### src/rtl/icache_direct.sv
// Direct-mapped, one-word-block instruction cache for the datapath fetch port.
// Hits are combinational; misses run a single blocking fill from memory and retry.
module icache_direct #(
  parameter int SETS    = 16,
  parameter int PC_BITS = 32
) (
  input  logic               CLK,
  input  logic               nRST,
  input  logic               imemREN,
  input  logic [PC_BITS-1:0] imemaddr,
  output logic               ihit,
  output logic [PC_BITS-1:0] imemload,
  output logic               iREN,
  output logic [PC_BITS-1:0] iaddr,
  input  logic               iwait,
  input  logic [PC_BITS-1:0] iload
);
  localparam int IDX_W = $clog2(SETS);
  localparam int TAG_W = PC_BITS - IDX_W - 2;

  typedef enum logic {IDLE = 1'b0, FILL = 1'b1} state_t;

  state_t                         state, state_n;
  logic [PC_BITS-3:0]             fill_word, fill_word_n;
  logic [SETS-1:0]                valid;
  logic [SETS-1:0][TAG_W-1:0]     tag_arr;
  logic [SETS-1:0][PC_BITS-1:0]   data_arr;

  logic [IDX_W-1:0] idx, fidx;
  logic [TAG_W-1:0] tag, ftag;
  logic             hit, fill_done;
  logic             unused_byte_ofs;

  assign idx       = imemaddr[IDX_W+1:2];
  assign tag       = imemaddr[PC_BITS-1:IDX_W+2];
  assign fidx      = fill_word[IDX_W-1:0];
  assign ftag      = fill_word[PC_BITS-3:IDX_W];
  assign hit       = imemREN & valid[idx] & (tag_arr[idx] == tag);
  assign fill_done = (state == FILL) & ~iwait;
  assign unused_byte_ofs = ^imemaddr[1:0];

  // Reset blocks the write so a fill completing on the reset edge is dropped.
  always_ff @(posedge CLK) begin
    if (nRST)           valid       <= '0;
    else if (fill_done) valid[fidx] <= 1'b1;
  end

  always_ff @(posedge CLK) begin
    if (!nRST && fill_done) begin
      data_arr[fidx] <= iload;
      tag_arr[fidx]  <= ftag;
    end
  end

  always_ff @(posedge CLK) begin
    if (nRST) begin
      state     <= IDLE;
      fill_word <= '0;
    end else begin
      state     <= state_n;
      fill_word <= fill_word_n;
    end
  end

  always_comb begin
    state_n     = state;
    fill_word_n = fill_word;
    ihit        = 1'b0;
    iREN        = 1'b0;
    iaddr       = '0;
    imemload    = data_arr[idx];
    case (state)
      IDLE: begin
        ihit = hit;
        if (imemREN && !hit) begin
          fill_word_n = imemaddr[PC_BITS-1:2];
          state_n     = FILL;
        end
      end
      FILL: begin
        // Fill address is latched, so the requester may wander without aborting.
        iREN  = 1'b1;
        iaddr = {fill_word, 2'b00};
        if (!iwait) state_n = IDLE;
      end
      default: state_n = IDLE;
    endcase
  end
endmodule

### config.mk
export PLATFORM = sky130hd
export DESIGN_NAME = icache_direct
export DESIGN_NICKNAME = d
export VERILOG_FILES = /design/src/rtl/icache_direct.sv
export SDC_FILE = /design/constraint.sdc
export NUM_CORES = 1
export LEC_CHECK = 0
export CAP_MARGIN = 20
export CELL_PAD_IN_SITES_DETAIL_PLACEMENT = 1
export CELL_PAD_IN_SITES_GLOBAL_PLACEMENT = 1
export CORE_MARGIN = 4
export CORE_UTILIZATION = 54
export DETAILED_ROUTE_END_ITERATION = 8
export GPL_ROUTABILITY_DRIVEN = 0
export PLACE_DENSITY = 0.85
export SETUP_SLACK_MARGIN = 0.5
export SYNTH_ARGS = -nofsm -noshare
export SYNTH_HDL_FRONTEND = slang
export SYNTH_SLANG_ARGS = --single-unit
### constraint.sdc
create_clock -name CLK -period 6.98 [get_ports CLK]
set_input_delay 1.047 -clock CLK [delete_from_list [all_inputs] [get_ports CLK]]
set_output_delay 1.047 -clock CLK [all_outputs]
set_load 0.02 [all_outputs]
==> results_dict.tcl <==
set metrics [dict create \
    grtUsageTotal 0.272 \
    cts_hold_buf 0 \
    clk_pin_slew_ns 0.07 \
    power_frac_comb 0.058 \
    yosys_warnings 0 \
    max_slew_margin 0.277 \
    rsz0062_at_grt "no" \
    firstDrtPassIters 6 \
    avgSynthCellArea_um2 21.1 \
    holdPathEnd "valid[15]" \
    portBuffers 129 \
    coreArea_um2 70400 \
    synthArstFlopShare 0 \
    drtIter0Drc 2535 \
    seq_area_frac_synth 0.748 \
    top_layer_used "met5" \
    wl_met1_um 37400 \
    area_growth_pct 14.2 \
    status "completed" \
    whs_path_depth 1 \
    die_y_um 275 \
    cp.arrival_ns 5.25 \
    wl_um 101000 \
    drv_cap 0 \
    synth_ff_type "edfxtp_1" \
    drive_above_1_share 0.222 \
    power_density_nw_per_um2 281 \
    fin_skew_ns 0.0230 \
    place_area_um2 40900 \
    clkPwrFrac 0.408 \
    die_area_um2 75600 \
    min_from "valid[15]" \
    synthDistinctLibCells 66 \
    wl_met3_um 10100 \
    yosys.area.top_type_share 0.724 \
    ant_nets 0 \
    hold_viol_final 0 \
    numCtsBuffers 95 \
    clock-root-buffer "clkbuf_16" \
    cts.sinks 975 \
    synth_common_cells "edfxtp_1, mux4_2, clkbuf_1" \
    floorplan.initialDensity 0.547 \
    worstSetupStartpointType "primary input" \
    clk-insertion-delay-late_ns 0.65 \
    cp.required_ns 5.93 \
    pwr-share-seq 0.534 \
    post-route-period-util 0.902 \
    tightest_slew_ns 1.08 \
    syn_area_um2 38500 \
    yosysMostFrequentCell "edfxtp_1" \
    die_width_um 275 \
    nets 2049 \
    avgRoutedWirePerCell_um 33.7 \
    cts_tree "done" \
    fin_crit_ns 6.29 \
    boundaryPins 134 \
    synth_top_area_cell "edfxtp_1" \
    synth_edf_count 928 \
    grt_pass1_vias 21600 \
    min_path_type "reg2reg" \
    reg2reg_depth 8 \
    worstReg2RegEnd "fill_word[26]" \
    grt_max_degree 88 \
    crit_type "in2out" \
    drc_errors 0 \
    internal-power_mw 9.63 \
    grt_pass1_wl_um 148000 \
    synthCells 1826 \
    vias_per_cell 6.67 \
    reg2reg_slack_ns 3.31 \
    rr_startpoint "tag_arr[80]" \
    tns_ns 0 \
    hpwl_um 53300 \
    ys_ff_latch 975 \
    max_freq_mhz 159 \
    p_leak_nw 14.0 \
    synth_area_leaders "edfxtp_1, mux4_2, dfxtp_1" \
    setup_viol 0 \
    grt_antenna_before_repair 4 \
    end_kind "output port" \
    swShare 0.220 \
    postLayoutCellArea_um2 44000 \
    placementRows 97 \
    worstPathMaxFanout 41 \
    met2_length_um 51300 \
    clock_path_buffers 3 \
    peakVddDrop_mv 0.274 \
    overflow 0 \
    power_switching_mw 2.72 \
    htree_levels 3 \
    vias 20000 \
    slew_violations 0 \
]
-- timing repair --
item | in CTS | in global routing
gates resized for setup | 0 | 1
setup endpoints to repair | 0 | 1
setup buffers | 0 | 0
-- sequential cells by signal, indices dropped and copies added (netlist names) --
| signal | count |
|---|---|
| tag_arr | 416 |
| valid | 16 |
| data_arr | 512 |
| fill_word | 30 |
| state | 1 |
-- how the worst max path moves through the flow --
stage	start	end	slack (ns)
3_3_place_gp	imemaddr[2]	imemload[27]	0.77
6_report	imemaddr[4]	ihit	0.69
2_1_floorplan	nRST	data_arr[128]	0.75
4_1_cts	imemaddr[2]	imemload[19]	0.64
3_5_place_dp	imemaddr[2]	imemload[27]	0.66
5_1_grt	imemaddr[2]	ihit	0.55
-- layout by cell type, fill, tap and decap left out, types with 25 or more instances in the layout --
cell,n
edfxtp_1,928
clkbuf_16,97
o311ai_1,30
a22oi_1,25
mux4_2,241
o21ai_0,38
mux2i_1,48
and2_1,31
clkdlybuf4s50_1,126
nor3b_1,28
buf_4,41
a32oi_1,30
nand2_1,53
clkinv_2,25
dfxtp_1,47
-- cell type report --
class	count	area, um2
clock buffers	120	2520
multi-input cells	729	9180
clock inverters	56	510
well taps	940	1180
diodes	1	2.50
inverters	4	17.5
fillers	5784	26400
flip-flops and latches	975	28800
repair buffers	176	1750
-- worst max-delay path: stages --
cell and delay (ns):
buf_4 0.61, buf_4 0.62, nor2b_1 0.37, a22oi_1 0.30, nand2_1 0.11, xor2_1 0.19, a2111oi_0 0.39, nand4bb_1 0.14
or4_1 0.62, nor2_1 0.13, clkdlybuf4s50_1 0.62
-- routing by layer --
metal,global-route usage,vias to the layer above
met5,0.0103,-
met2,0.461,1170
met1,0.359,10600
met4,0.0773,6
met3,0.0611,171
li1,-,8033
-- cell families (layout without fill, tap and decap cells) --
kind of cell	after synthesis	after routing	share of synthesized area
and+or+nand+nor	210	210	0.0307
other	1	3	0.0000974
DFF	975	975	0.748
AOI/OAI and AO/OA	189	189	0.0368
buffers and inverters	123	356	0.0168
muxes	303	303	0.162
xor gates and xnor gates	25	25	0.00569
-- power groups by stage --
stage	Clock [mW]	Combinational, mW	Sequential [mW]
after floorplan	0	0.432	6.66
after global placement	0	0.664	6.70
after detailed placement	0	0.695	6.72
after CTS	5.12	0.707	6.59
after global routing	5.39	0.756	6.60
final	5.04	0.713	6.60
-- metrics by stage --
stage | worst slack (ns) | hold slack, ns | instances | power [mW] | utilization
after global placement | 0.767 | 0.428 | 2822 | 7.36 | 0.581
final | 0.686 | 0.463 | 3001 | 12.4 | 0.625
after global routing | 0.552 | 0.476 | 3000 | 12.7 | 0.624
after floorplan | 0.748 | 0.421 | 1827 | 7.10 | -
after detailed placement | 0.664 | 0.443 | 2822 | 7.41 | 0.581
after CTS | 0.636 | 0.463 | 2998 | 12.4 | 0.624
Note: power is estimated with default switching activity, not from simulation.
